**src/rtl/nextasic_serial_pkg.sv**
```systemverilog
// Shared constants and state encoding for the serial link sender/receiver pair.
package nextasic_serial_pkg;

  localparam int   FRAME_DATA_BITS = 40;
  localparam logic START_LEVEL     = 1'b1;
  localparam logic IDLE_LEVEL      = 1'b0;

  // Receiver framing state: HUNT waits for a long idle run, IDLE waits for a
  // start bit, DATA shifts payload bits, GUARD checks the trailing low bit.
  typedef enum logic [1:0] {
    HUNT  = 2'd0,
    IDLE  = 2'd1,
    DATA  = 2'd2,
    GUARD = 2'd3
  } rx_state_t;

endpackage

```
**src/rtl/bit_sync.sv**
```systemverilog
// N-stage flop synchronizer for a single asynchronous bit; resets to 0.
module bit_sync #(
  parameter int STAGES = 2
) (
  input  logic clk,
  input  logic rst_n,
  input  logic d,
  output logic q
);

  logic [STAGES-1:0] chain;

  // Shift the raw input through the chain; only the last flop is used.
  always_ff @(posedge clk or negedge rst_n) begin
    if (!rst_n) begin
      chain <= '0;
    end else begin
      chain <= {chain[STAGES-2:0], d};
    end
  end

  assign q = chain[STAGES-1];

endmodule

```
**src/rtl/serial_receiver.sv**
```systemverilog
// Serial link receiver: hunts for an idle line, deframes start + payload +
// guard, and presents each word in a valid/ready holding register.
module serial_receiver
  import nextasic_serial_pkg::*;
#(
  parameter int DATA_WIDTH  = FRAME_DATA_BITS,
  parameter int SYNC_STAGES = 2
) (
  input  logic                  clk,
  input  logic                  rst_n,
  input  logic                  sin,
  output logic [DATA_WIDTH-1:0] out_data,
  output logic                  out_valid,
  input  logic                  out_ready,
  output logic                  data_loss,
  output logic                  frame_error
);

  localparam int CNT_W = $clog2(DATA_WIDTH + 2);
  // Low count already seen when the final required idle bit arrives.
  localparam logic [CNT_W-1:0] HUNT_LAST = CNT_W'(DATA_WIDTH);
  localparam logic [CNT_W-1:0] HUNT_DONE = CNT_W'(DATA_WIDTH + 1);
  localparam logic [CNT_W-1:0] DATA_LAST = CNT_W'(DATA_WIDTH - 1);

  logic                  s;
  rx_state_t             state;
  logic [CNT_W-1:0]      cnt;
  logic [DATA_WIDTH-1:0] shreg;
  logic                  deliver;

  bit_sync #(.STAGES(SYNC_STAGES)) u_sync (
    .clk   (clk),
    .rst_n (rst_n),
    .d     (sin),
    .q     (s)
  );

  // A complete, well-framed word is available this cycle.
  assign deliver = (state == GUARD) && (s == IDLE_LEVEL);

  // Framing FSM: idle hunt, start detection, payload shift, guard check.
  always_ff @(posedge clk or negedge rst_n) begin
    if (!rst_n) begin
      state       <= HUNT;
      cnt         <= '0;
      shreg       <= '0;
      frame_error <= 1'b0;
    end else begin
      frame_error <= 1'b0;
      case (state)
        HUNT: begin
          if (s == IDLE_LEVEL) begin
            // Saturate so a long idle line can never wrap back to zero.
            if (cnt != HUNT_DONE) cnt <= cnt + 1'b1;
            if (cnt >= HUNT_LAST) state <= IDLE;
          end else begin
            cnt <= '0;
          end
        end
        IDLE: begin
          if (s == START_LEVEL) begin
            state <= DATA;
            cnt   <= '0;
          end
        end
        DATA: begin
          shreg <= {shreg[DATA_WIDTH-2:0], s};
          cnt   <= cnt + 1'b1;
          if (cnt == DATA_LAST) state <= GUARD;
        end
        GUARD: begin
          if (s == IDLE_LEVEL) begin
            state <= IDLE;
          end else begin
            frame_error <= 1'b1;
            state       <= HUNT;
            cnt         <= '0;
          end
        end
        default: begin
          state <= HUNT;
          cnt   <= '0;
        end
      endcase
    end
  end

  // Output holding register. Handshake: out_valid means out_data holds a word
  // not yet taken; the consumer takes it on any edge where out_valid and
  // out_ready are both high. A new word may replace one being taken on the
  // same edge; a new word arriving while the held one is not being taken is
  // dropped and flagged with a one-cycle data_loss pulse.
  always_ff @(posedge clk or negedge rst_n) begin
    if (!rst_n) begin
      out_data  <= '0;
      out_valid <= 1'b0;
      data_loss <= 1'b0;
    end else begin
      data_loss <= 1'b0;
      if (deliver) begin
        if (!out_valid || out_ready) begin
          out_data  <= shreg;
          out_valid <= 1'b1;
        end else begin
          data_loss <= 1'b1;
        end
      end else if (out_valid && out_ready) begin
        out_valid <= 1'b0;
      end
    end
  end

endmodule

```
**config.mk**
```make
export PLATFORM = sky130hd
export DESIGN_NAME = serial_receiver
export DESIGN_NICKNAME = d
export VERILOG_FILES = /design/src/rtl/nextasic_serial_pkg.sv /design/src/rtl/bit_sync.sv /design/src/rtl/serial_receiver.sv
export SDC_FILE = /design/constraint.sdc
export NUM_CORES = 1
export LEC_CHECK = 0
export BUFFER_PORTS_ARGS = -buffer_cell sky130_fd_sc_hd__buf_2
export CORE_UTILIZATION = 57
export CTS_CLUSTER_DIAMETER = 40
export DETAILED_ROUTE_END_ITERATION = 8
export MAX_ROUTING_LAYER = met4
export PLACE_DENSITY = 0.85
export SETUP_SLACK_MARGIN = 0.5
export SLEW_MARGIN = 20
export SYNTH_ARGS = -nofsm -noshare
export SYNTH_HDL_FRONTEND = slang
export SYNTH_SLANG_ARGS = --single-unit
```
**constraint.sdc**
```tcl
create_clock -name clk -period 1.65 [get_ports clk]
set_input_delay 0.33 -clock clk [delete_from_list [all_inputs] [get_ports clk]]
set_output_delay 0.33 -clock clk [all_outputs]
set_load 0.01 [all_outputs]
```
After elaboration in Yosys (flattened, before gate mapping)
Index checks and enable logic that the tools add are counted.

$add $sub $neg: 1. Multipliers: 0. Divide/modulo/power cells: 0. Magnitude comparators: 1. Equality and inequality tests: 12. Shift-type cells: 0. Multiplexer cells: 17. Bitwise logic cells: 1. Reduce and logical (&&, ||, !) cells: 11.

Operators with widths (count): $mux W6 (3); $pmux W6 S3 (1); $mux W1 (8); $mux W2 (4); $pmux W2 S4 (1); $add A6 B1 Y6 const B (1); $eq A6 B6 Y1 const B (1); $ge A6 B6 Y1 const B (1); $ne A2 B1 Y1 const B (3); $ne A2 B2 Y1 const B (3); $ne A6 B6 Y1 const B (1); $reduce_and A2 Y1 (3); $eq A2 B2 Y1 const B (2); $reduce_and A4 Y1 (1); $ne A3 B2 Y1 const B (1); $eq A2 B1 Y1 const B (1); $logic_and A1 B1 Y1 (2); $logic_not A2 Y1 (1); $reduce_bool A2 Y1 (1); $reduce_or A2 Y1 (1); $logic_not A1 Y1 (1); $logic_or A1 B1 Y1 (1); $not A1 Y1 (1).

Register bits after elaboration: 93. Latch bits: 0. RAM bits: 0. Bits in read-only memories: 0. Output and inout port bits: 43. Logic and storage cells: 51. Memories kept: 0.

Longest topological paths before layout
Depth in word-level cells: 4. Gate-level depth with buffers: 7. Mapped depth without buffers: 6.

Cells and area by module
A second synthesis with hierarchy kept.

Cell total of the unflattened synthesis: 241. Area, all modules: 3962.6 µm².

Modules (own cells, without submodules): serial_receiver (times used 1, cells each 239, area an instance 3912.5 µm², seq. area each 2277.2 µm²); bit_sync (times used 1, cells each 2, area an instance 50.0 µm², seq. area each 50.0 µm²).

Least setup slack after synthesis
Ideal clock, no wire load.

Kind: flip-flop to flip-flop. Start: reg state[0]. End: reg shreg[0]. Setup time: 0.125 ns. Arrival time: 1.364 ns. Slack: 0.162 ns. Stages on the path, launching flop included: 6. Path buffers: 2. Path through: dfrtp_1 -> inv_1 -> ha_1 -> clkbuf_1 -> buf_2 -> mux2_2.

Word-level cells in the longest chain between the ends: 1.

Ends and longest elaborated chain: start, declared (line serial_receiver.sv:26) `rx_state_t state;`; start signal, assigned (line serial_receiver.sv:44) `state <= HUNT;`; start signal, assigned (line serial_receiver.sv:55) `if (cnt >= HUNT_LAST) state <= IDLE;`; start signal, assigned (line serial_receiver.sv:62) `state <= DATA;`; $eq A2 B2 Y1 (line serial_receiver.sv:50) `case (state)`; end signal, assigned (line serial_receiver.sv:67) `shreg <= {shreg[DATA_WIDTH-2:0], s};`; end, declared (line serial_receiver.sv:28) `logic [DATA_WIDTH-1:0] shreg;`.

No other way between the ends. A chain may end at the register's enable or synchronous reset.

Final worst setup path
Start: reg state[0]. End: reg shreg[15].

The elaborated chain is that of the path after synthesis.

==> results_dict.tcl <==
set metrics [dict create \
    critical_path_class "reg2reg" \
    die_x_microns 82.5 \
    worstPathArrival_ns 1.86 \
    synth_seq_cells 93 \
    fin_area_sq_mm 0.00506 \
    vdd_drop_max_mv 0.901 \
    port_buffers 46 \
    vias_per_cell 5.73 \
    drc 0 \
    power_density_mw_per_mm2 794 \
    min_period_over_period_pct 97.9 \
    synth_nets 254 \
    ys_types 29 \
    drv_cap 0 \
    cp-start-kind "flip-flop" \
    crit_chain "inv_2, ha_2, buf_12, mux2_2" \
    synth_top_area_share_pct 63.0 \
    die-height_microns 82.5 \
    p_total_uw 4010 \
    drv_slew 0 \
    start_util_pct 60.6 \
    detailed_place_hpwl_microns 4030 \
    worst_pin_slew_ns 0.447 \
    core-area_sq_mm 0.00610 \
    postPlaceCellArea_sq_mm 0.00412 \
    antenna_left 0 \
    clk_root_buffer_cell "clkbuf_8" \
    clock_latency_ns 0.36 \
    worstPathMaxFanout 20 \
    max_slew_margin_pct 70.2 \
    clock_sinks 93 \
    cts_buffer_depth 2 \
    avgSynthCellArea_sq_um 15.3 \
    seq_area_frac_synth_pct 63.0 \
    vias 2402 \
    ios 47 \
    clk_pin_slew_worst_paths_ns 0.09 \
    area_delta_synth_final_pct 36.8 \
    sw_frac_of_total_pct 22.7 \
    p_clk_share_pct 38.2 \
    htree_levels 3 \
    grt_max_degree 34 \
    yosys.area.top_type "dfrtp_1" \
    seqPwrFrac_pct 58.0 \
    intPower_uw 3100 \
    status "finished clean" \
    max_freq_mhz 619 \
    grt_pass1_vias 2360 \
    crit_required_ns 1.90 \
    cts_tree "done" \
    drtIter0Drc 95 \
    syn-cell-area_sq_mm 0.00370 \
    finalSetupTns_ns 0 \
    net-switching-power_uw 911 \
    worst_clock_skew_ns 0.0127 \
    rsz0062_at_grt "yes" \
    ys_top_cells_by_area "dfrtp_1 63%, mux2_2 24%, ha_1 2.7%" \
    p_comb_share_pct 3.8 \
    cts_buffers 9 \
    leakagePower_uw 0.00259 \
    grtUsageTotal_pct 25.0 \
    routed_wl_microns 8920 \
    setup_viol 0 \
    antenna_found_initial 0 \
    diodes 0 \
    grt-ovfl-total 0 \
    synth_cells 242 \
    drt-pass1-iter-count 4 \
    place_congestion 0.858 \
    cp-end-kind "flip-flop" \
    routedWlPerCell_microns 21.3 \
    cpMaxStageDelayCell "dfrtp_2" \
    layout-drive-gt1-share_pct 62.2 \
    std_cell_rows 28 \
    dieArea_sq_mm 0.00681 \
    synth_warnings 0 \
    hold_viol 0 \
    hold_path.class "in2reg" \
    cpPeakStageDelay_ns 0.46 \
    grt_pass1_wl_microns 11800 \
    period_needed_ns 1.62 \
    fin_nets 351 \
]
==> path summary, 6_finish.rpt <==
path	startpoint	endpoint	slack, ns	cells after the start
setup / recovery	state[0]	shreg[15]	0.03	4
hold / removal	sin	u_sync.chain[0]	0.08	1
setup reg to reg	state[0]	shreg[15]	0.03	4
hold reg to reg	u_sync.chain[0]	u_sync.chain[1]	0.35	0
max in group asynchronous	rst_n	u_sync.chain[1]	0.66	3
min in group asynchronous	rst_n	shreg[31]	0.45	2
==> per-stage QoR <==
step / hold WS, ns / util, % / instances / setup WS [ns]
floorplan: 0.0344 / - / 242 / 0.235
global placement: 0.292 / 67.6 / 360 / 0.112
detailed placement: 0.297 / 67.6 / 360 / 0.0281
CTS: 0.0643 / 77.2 / 404 / 0.111
global route: 0.0643 / 82.9 / 419 / -0.0726
finish: 0.0787 / 82.9 / 419 / 0.0347
==> logic make-up (layout without fill, tap and decap cells) <==
group	after synthesis	in the layout	synth area share, %
flops	93	93	63.0
mux	81	81	24.7
simple gates	27	27	4.23
compound gates	20	20	3.55
buf+inv	13	115	1.86
fa+ha+maj	8	8	2.71
==> what timing repair did <==
action	in CTS	in global routing
cloned	4	3
setup endpoints to repair	131	131
hold buffers	1	0
hold endpoints to repair	28	0
resized for setup	27	47
buffers inserted	23	12
pin swaps	7	1
==> worst max-delay path, delay by kind of cell, from the launching register on <==
kind,cells,cell delay (ns)
adder cells (fa/ha/maj),1,0.35
buffers and inverters,2,0.32
flip-flops,1,0.46
multiplexers,1,0.37
==> synthesized netlist by cell type <==
cell type / instances
nand2b_2: 1
mux2_1: 3
o22ai_2: 1
or3b_1: 1
a21oi_1: 2
o2111ai_1: 1
inv_1: 4
nor2b_1: 1
and2_1: 1
nand4b_1: 2
and3_1: 1
a21boi_0: 1
nor2b_2: 1
o31ai_1: 3
buf_2: 4
nand2_1: 5
clkbuf_1: 1
nor2_1: 3
dfrtp_1: 93
o21bai_1: 1
a32oi_1: 1
a41oi_1: 1
o21ai_0: 5
o21ai_1: 4
nand2b_1: 7
ha_1: 8
nand3_1: 4
buf_4: 4
mux2_2: 78
==> power groups by stage <==
stage / sequential (uW) / combinational (uW) / clock, uW
2_1_floorplan: 2360 / 41.6 / 0
3_3_place_gp: 2370 / 112 / 0
3_5_place_dp: 2370 / 114 / 0
4_1_cts: 2320 / 147 / 1540
5_1_grt: 2330 / 170 / 1650
6_report: 2330 / 154 / 1530
==> registers in the layout (all words and copies together), names as in the netlist <==
name,flops
frame_error,1
cnt,6
shreg,40
out_data,40
u_sync.chain,2
data_loss,1
out_valid,1
state,2
==> per-layer routing <==
| metal | track usage (%) | share of wire [%] | up-vias | wire length [microns] |
|---|---|---|---|---|
| met5 | - | 0 | - | 0 |
| met3 | 6.92 | 4.7 | 21 | 423 |
| met1 | 30.9 | 42 | 1234 | 3700 |
| met2 | 40.2 | 51 | 90 | 4560 |
| li1 | - | - | 1057 | - |
| met4 | 8.10 | 2.6 | 0 | 231 |
==> cells in the final DEF, fill, tap and decap left out, drive strengths merged <==
master	count
a21boi	1
a21oi	2
a32oi	1
a41oi	1
and2	1
and3	1
buf	91
bufinv	1
clkbuf	14
clkinv	1
clkinvlp	2
dfrtp	93
dlygate4sd3	1
ha	8
inv	5
mux2	81
nand2	5
nand2b	8
nand3	4
nand4b	2
nor2	3
nor2b	2
o2111ai	1
o21ai	9
o21bai	1
o22ai	1
o31ai	3
or3b	1
==> area by class of cell <==
cell class,instances,area (sq um)
repair buffers,95,856
multi-input cells,136,1560
fillers,300,1040
clock buffers,11,141
inverters,4,15.0
clock inverters,5,58.8
well taps,75,93.8
flip-flops and latches,93,2330
No activity file was read; power rests on OpenSTA's default activity.
